--- config.mk ---
export PLATFORM = sky130hd
export DESIGN_NAME = vga_timing_gen_flat
export DESIGN_NICKNAME = d
export VERILOG_FILES = /design/src/rtl/vga_timing_gen_if.sv /design/src/rtl/vga_timing_gen.sv /design/src/flat_wrapper.sv
export SDC_FILE = /design/constraint.sdc
export NUM_CORES = 1
export LEC_CHECK = 0
export ABC_AREA = 1
export CAP_MARGIN = 20
export CELL_PAD_IN_SITES_DETAIL_PLACEMENT = 1
export CELL_PAD_IN_SITES_GLOBAL_PLACEMENT = 1
export CORE_AREA = 8 8 94 96
export DETAILED_ROUTE_END_ITERATION = 6
export DIE_AREA = 0 0 102 104
export PLACE_DENSITY_LB_ADDON = 0.1
export SYNTH_ARGS = -nofsm -noshare
export SYNTH_HDL_FRONTEND = slang
export SYNTH_SLANG_ARGS = --single-unit
--- constraint.sdc ---
create_clock -name vga_clk -period 2.02 [get_ports vga_clk]
set_clock_uncertainty 0.2 [all_clocks]
set_input_delay 0.404 -clock vga_clk [delete_from_list [all_inputs] [get_ports vga_clk]]
set_output_delay 0.404 -clock vga_clk [all_outputs]
set_load 0.05 [all_outputs]
--- src/rtl/vga_timing_gen_if.sv ---
// Raster timing bundle from vga_timing_gen to the sprite renderers and the VGA pins.
// The master drives it; renderers and the output stage take the slave view.
interface vga_timing_gen_if;
  logic [9:0] DrawX;
  logic [9:0] DrawY;
  logic       blank;
  logic       hs_n;
  logic       vs_n;
  logic       frame_start;
  logic [7:0] frame_count;

  modport master (
    output DrawX,
    output DrawY,
    output blank,
    output hs_n,
    output vs_n,
    output frame_start,
    output frame_count
  );

  modport slave (
    input DrawX,
    input DrawY,
    input blank,
    input hs_n,
    input vs_n,
    input frame_start,
    input frame_count
  );
endinterface

--- src/rtl/vga_timing_gen.sv ---
// Free-running VGA raster generator: pixel coordinates, display enable, delayed syncs,
// frame-start pulse and frame counter, all in the vga_clk domain.
module vga_timing_gen #(
  parameter int unsigned H_VISIBLE  = 640,
  parameter int unsigned H_FP       = 16,
  parameter int unsigned H_SYNC     = 96,
  parameter int unsigned H_BP       = 48,
  parameter int unsigned V_VISIBLE  = 480,
  parameter int unsigned V_FP       = 10,
  parameter int unsigned V_SYNC     = 2,
  parameter int unsigned V_BP       = 33,
  parameter int unsigned PIPE_DELAY = 1
) (
  input  logic             vga_clk,
  input  logic             reset_n,
  vga_timing_gen_if.master vga
);

  localparam int unsigned H_TOTAL = H_VISIBLE + H_FP + H_SYNC + H_BP;
  localparam int unsigned V_TOTAL = V_VISIBLE + V_FP + V_SYNC + V_BP;

  if (H_TOTAL > 1024 || V_TOTAL > 1024) begin : g_bad_total
    $error("vga_timing_gen: H_TOTAL and V_TOTAL must not exceed 1024");
  end
  if (PIPE_DELAY > 4) begin : g_bad_delay
    $error("vga_timing_gen: PIPE_DELAY must be in 0..4");
  end

  localparam logic [9:0]  HLast   = 10'(H_TOTAL - 1);
  localparam logic [9:0]  VLast   = 10'(V_TOTAL - 1);
  localparam logic [10:0] HVis    = 11'(H_VISIBLE);
  localparam logic [10:0] VVis    = 11'(V_VISIBLE);
  localparam logic [10:0] HsStart = 11'(H_VISIBLE + H_FP);
  localparam logic [10:0] HsEnd   = 11'(H_VISIBLE + H_FP + H_SYNC);
  localparam logic [10:0] VsStart = 11'(V_VISIBLE + V_FP);
  localparam logic [10:0] VsEnd   = 11'(V_VISIBLE + V_FP + V_SYNC);

  logic [9:0] hc_q, hc_d;
  logic [9:0] vc_q, vc_d;
  logic       line_end, frame_end;
  logic       blank_q, blank_d;
  logic       hs_q, hs_d;
  logic       vs_q, vs_d;
  logic       fs_q;
  logic [7:0] fc_q;
  logic       hs_out, vs_out;

  // Decode the next counter values so the registered flags line up with DrawX/DrawY.
  always_comb begin
    line_end  = (hc_q == HLast);
    frame_end = line_end && (vc_q == VLast);
    hc_d      = line_end ? 10'd0 : hc_q + 10'd1;
    vc_d      = vc_q;
    if (line_end) begin
      vc_d = frame_end ? 10'd0 : vc_q + 10'd1;
    end
    blank_d = ({1'b0, hc_d} < HVis) && ({1'b0, vc_d} < VVis);
    hs_d    = !(({1'b0, hc_d} >= HsStart) && ({1'b0, hc_d} < HsEnd));
    vs_d    = !(({1'b0, vc_d} >= VsStart) && ({1'b0, vc_d} < VsEnd));
  end

  always_ff @(posedge vga_clk or negedge reset_n) begin
    if (!reset_n) begin
      hc_q    <= 10'd0;
      vc_q    <= 10'd0;
      blank_q <= 1'b0;
      hs_q    <= 1'b1;
      vs_q    <= 1'b1;
      fs_q    <= 1'b0;
      fc_q    <= 8'd0;
    end else begin
      hc_q    <= hc_d;
      vc_q    <= vc_d;
      blank_q <= blank_d;
      hs_q    <= hs_d;
      vs_q    <= vs_d;
      fs_q    <= frame_end;
      fc_q    <= fc_q + {7'd0, frame_end};
    end
  end

  // Syncs trail the coordinates to match the renderers' registered RGB path.
  if (PIPE_DELAY == 0) begin : g_no_delay
    assign hs_out = hs_q;
    assign vs_out = vs_q;
  end else begin : g_delay
    logic [PIPE_DELAY-1:0] hs_pipe_q, hs_pipe_d;
    logic [PIPE_DELAY-1:0] vs_pipe_q, vs_pipe_d;

    always_comb begin
      hs_pipe_d    = hs_pipe_q << 1;
      hs_pipe_d[0] = hs_q;
      vs_pipe_d    = vs_pipe_q << 1;
      vs_pipe_d[0] = vs_q;
    end

    always_ff @(posedge vga_clk or negedge reset_n) begin
      if (!reset_n) begin
        hs_pipe_q <= '1;
        vs_pipe_q <= '1;
      end else begin
        hs_pipe_q <= hs_pipe_d;
        vs_pipe_q <= vs_pipe_d;
      end
    end

    assign hs_out = hs_pipe_q[PIPE_DELAY-1];
    assign vs_out = vs_pipe_q[PIPE_DELAY-1];
  end

  assign vga.DrawX       = hc_q;
  assign vga.DrawY       = vc_q;
  assign vga.blank       = blank_q;
  assign vga.hs_n        = hs_out;
  assign vga.vs_n        = vs_out;
  assign vga.frame_start = fs_q;
  assign vga.frame_count = fc_q;

endmodule

--- src/flat_wrapper.sv ---
// flat-port wrapper written by rule: the top's interface ports become plain ports
module vga_timing_gen_flat 
#(
  parameter int unsigned H_VISIBLE  = 640,
  parameter int unsigned H_FP       = 16,
  parameter int unsigned H_SYNC     = 96,
  parameter int unsigned H_BP       = 48,
  parameter int unsigned V_VISIBLE  = 480,
  parameter int unsigned V_FP       = 10,
  parameter int unsigned V_SYNC     = 2,
  parameter int unsigned V_BP       = 33,
  parameter int unsigned PIPE_DELAY = 1
)
  (vga_clk, reset_n, vga_DrawX, vga_DrawY, vga_blank, vga_hs_n, vga_vs_n, vga_frame_start, vga_frame_count);
  vga_timing_gen_if vga_i ();
  input  logic vga_clk;
  input  logic reset_n;
  output wire logic [$bits(vga_i.DrawX)-1:0] vga_DrawX;
  output wire logic [$bits(vga_i.DrawY)-1:0] vga_DrawY;
  output wire logic [$bits(vga_i.blank)-1:0] vga_blank;
  output wire logic [$bits(vga_i.hs_n)-1:0] vga_hs_n;
  output wire logic [$bits(vga_i.vs_n)-1:0] vga_vs_n;
  output wire logic [$bits(vga_i.frame_start)-1:0] vga_frame_start;
  output wire logic [$bits(vga_i.frame_count)-1:0] vga_frame_count;
  assign vga_DrawX = vga_i.DrawX;
  assign vga_DrawY = vga_i.DrawY;
  assign vga_blank = vga_i.blank;
  assign vga_hs_n = vga_i.hs_n;
  assign vga_vs_n = vga_i.vs_n;
  assign vga_frame_start = vga_i.frame_start;
  assign vga_frame_count = vga_i.frame_count;
  vga_timing_gen #(.H_VISIBLE(H_VISIBLE), .H_FP(H_FP), .H_SYNC(H_SYNC), .H_BP(H_BP), .V_VISIBLE(V_VISIBLE), .V_FP(V_FP), .V_SYNC(V_SYNC), .V_BP(V_BP), .PIPE_DELAY(PIPE_DELAY)) u_core (.vga_clk(vga_clk), .reset_n(reset_n), .vga(vga_i));
endmodule
==> flow_summary.toml <==
[final_layout]
multi_input_area_um2 = 921
area_growth_pct = 51.3
n_antenna_cell = 0
drive_above_1_share = 0.408
design_area_um2 = 2720
layoutNonFillerInstCount = 389
utilization = 0.365
seqCellArea_um2 = 873
finalNetCount = 293
final.fill_count = 903

[sta]
setup_viol = 0
period_share = 0.981
setup_tns_ns = 0
final-hold-violation-count = 0
slew_viol_final = 0
period_needed_ns = 1.98
fmax_ghz = 0.505
holdWs_ns = 0.156
max_slew_margin = 0.818
rsz0062_at_grt = "yes"
worst-slew-pin-transition_ns = 0.271
setup_ws_ns = 0.0390

[routing]
drt_iter0_drc = 29
antenna_left = 0
via_per_inst = 4.23
via_count = 1645
remaining_drc_errors = 0
dr.pass1.iters = 4
avgRoutedWirePerCell_um = 13.8
drt_wl_total_mm = 5.37

[synthesis]
synthTopCellsByArea = "dfrtp_1, nand2_1, inv_1, nand3_1, dfstp_2"
synth_top_area_share = 0.418
syn_inst = 223
synth_area_um2 = 1800
ys.flop_type = "dfrtp_1"
synth-warning-count = 0
synth_edf_count = 0
synth_nets = 230
yosys.area.top_type = "dfrtp_1"
synth.avg_cell_area_um2 = 8.06
synth-async-reset-ratio = 1.00
synth-seq-cells = 34
ys_seq_area_frac = 0.476
ys_types = 25

[clocking]
clock_latency_ns = 0.28
clk_pin_slew_ns = 0.08
cts_tree = "yes"
htree_levels = 2
ctsLongestPathBuffers = 2
cts.sinks = 34
numCtsBuffers = 5
holdBufCountCts = 0
root_buffer = "clkbuf_8"

[global_route]
track_usage = 0.106
antenna_found_initial = 0
grt_max_degree = 35
grt_pass1_wl_mm = 8.91
overflow = 0
grt_pass1_vias = 1774

[placed_design]
place_area_um2 = 2500
dp.cells = 379
hpwl_mm = 4.31
gp_congestion = 0.766
place_ws_ns = -0.0639
port_buffers = 33

[floorplan]
die_h_um = 104
core_area_um2 = 7450
initial_core_util = 0.241
io_pins = 34
die_width_um = 102
placementRows = 32
dieArea_um2 = 10600

[setup_path]
crit_path_start_kind = "flip-flop"
required_ns = 2.03
worstPathArrival_ns = 1.99
path_max_fanout = 2
r2r_slack_ns = 0.04
path_class = "reg -> reg"
crit_path_end_kind = "flip-flop"

[power]
p_leak_nw = 1.42
peakVddDrop_uv = 229
finalPower_mw = 1.49
p_per_area_nw_per_um2 = 547

[job]
drv_cap = 0

[hold_path]
min_path_type = "reg -> reg"

[outcome]
outcome = "finished, final reports clean"
## kinds of logic after synthesis
group | Yosys count | synth area share
buffers and inverters | 40 | 0.0863
and+or+nand+nor | 127 | 0.333
DFF | 34 | 0.476
xor gates and xnor gates | 8 | 0.0390
adders and majority gates | 5 | 0.0348
AOI/OAI and AO/OA | 9 | 0.0313
## layout by cell type, fill, tap and decap left out, types with 3 or more instances in the layout
cell	Yosys	routed
nand2_1	56	54
buf_4	0	49
inv_1	35	31
nor2_1	25	22
nand3_1	22	19
dfrtp_1	30	16
dfrtp_2	0	14
nand4_1	9	9
inv_2	4	7
xor2_1	7	7
clkbuf_8	0	6
buf_12	0	6
ha_4	0	5
nor2_2	2	4
dfstp_2	4	4
nand2_2	3	3
nand3_2	1	3
nand2_4	1	3
o21ai_0	3	3
o21bai_1	3	3
## what timing repair did
item | in CTS | in global routing
setup buffers | 1 | 1
pin swaps | 3 | 2
setup endpoints to repair | 3 | 5
cloned | 0 | 0
resized for setup | 5 | 9
## state kept, by name, indices dropped and copies added, names as in the netlist
signal	cells
u_core.vga.vs_n	1
u_core.vga.DrawY	10
u_core.g_delay.hs_pipe_d	1
u_core.vga.frame_start	1
u_core.vga.DrawX	10
u_core.vga.blank	1
u_core.vga.frame_count	8
u_core.vga.hs_n	1
u_core.g_delay.vs_pipe_d	1
## layout make-up
type / instances / area share
inverter: 40 / 0.0580
clock inverter: 2 / 0.0221
clock buffer: 6 / 0.0304
timing repair buffer: 56 / 0.183
tap: 102 / 0.0469
sequential: 34 / 0.321
multi-input combinational: 149 / 0.339
## path summary, 6_finish.rpt
path                            depth (start not counted)                startpoint                         to
worst max-delay path                                   13       u_core.vga.DrawY[0]  u_core.vga.frame_count[6]
worst min register to register                          0  u_core.g_delay.vs_pipe_d            u_core.vga.vs_n
worst min-delay path                                    0  u_core.g_delay.vs_pipe_d            u_core.vga.vs_n
min in group asynchronous                               2                   reset_n        u_core.vga.DrawX[9]
max in group asynchronous                               2                   reset_n   u_core.g_delay.vs_pipe_d
worst max register to register                         13       u_core.vga.DrawY[0]  u_core.vga.frame_count[6]
## critical path: stages (launching register included)
cell and delay (ns):
dfrtp_2 0.42, inv_2 0.08, ha_4 0.14, nand2_2 0.05
nor2_2 0.10, nand3_2 0.10, inv_2 0.08, nand2_4 0.06
inv_4 0.05, ha_4 0.13, ha_4 0.14, nand3_4 0.09
nor3_4 0.13, xor2_1 0.14
## report_power, final
part	total [mW]	internal [mW]	switching (mW)
Clock	0.788	0.527	0.261
Sequential	0.680	0.680	0
Combinational	0.0197	0.00570	0.0140
Total	1.49	1.21	0.275
## Yosys cell counts, types with 2 or more instances
cell,instances
a21oi_1,2
inv_2,4
ha_1,5
dfstp_2,4
nand2_2,3
nor2_8,2
xor2_1,7
o21bai_1,3
nand2_1,56
o21ai_0,3
nand3_1,22
inv_1,35
dfrtp_1,30
nor2_1,25
nand4_1,9
nor2_2,2
nor3_1,3
## layer usage
layer / GRT usage / up-vias / part of all wire / routed length [µm]
met3: 0.0328 / 2 / 0.054 / 291
met5: 0 / - / 0 / 0
met1: 0.130 / 797 / 0.45 / 2410
li1: - / 818 / - / -
met4: 0.0252 / 0 / 0.0058 / 31
met2: 0.175 / 28 / 0.49 / 2640
Note: power is estimated with default switching activity, not from simulation.
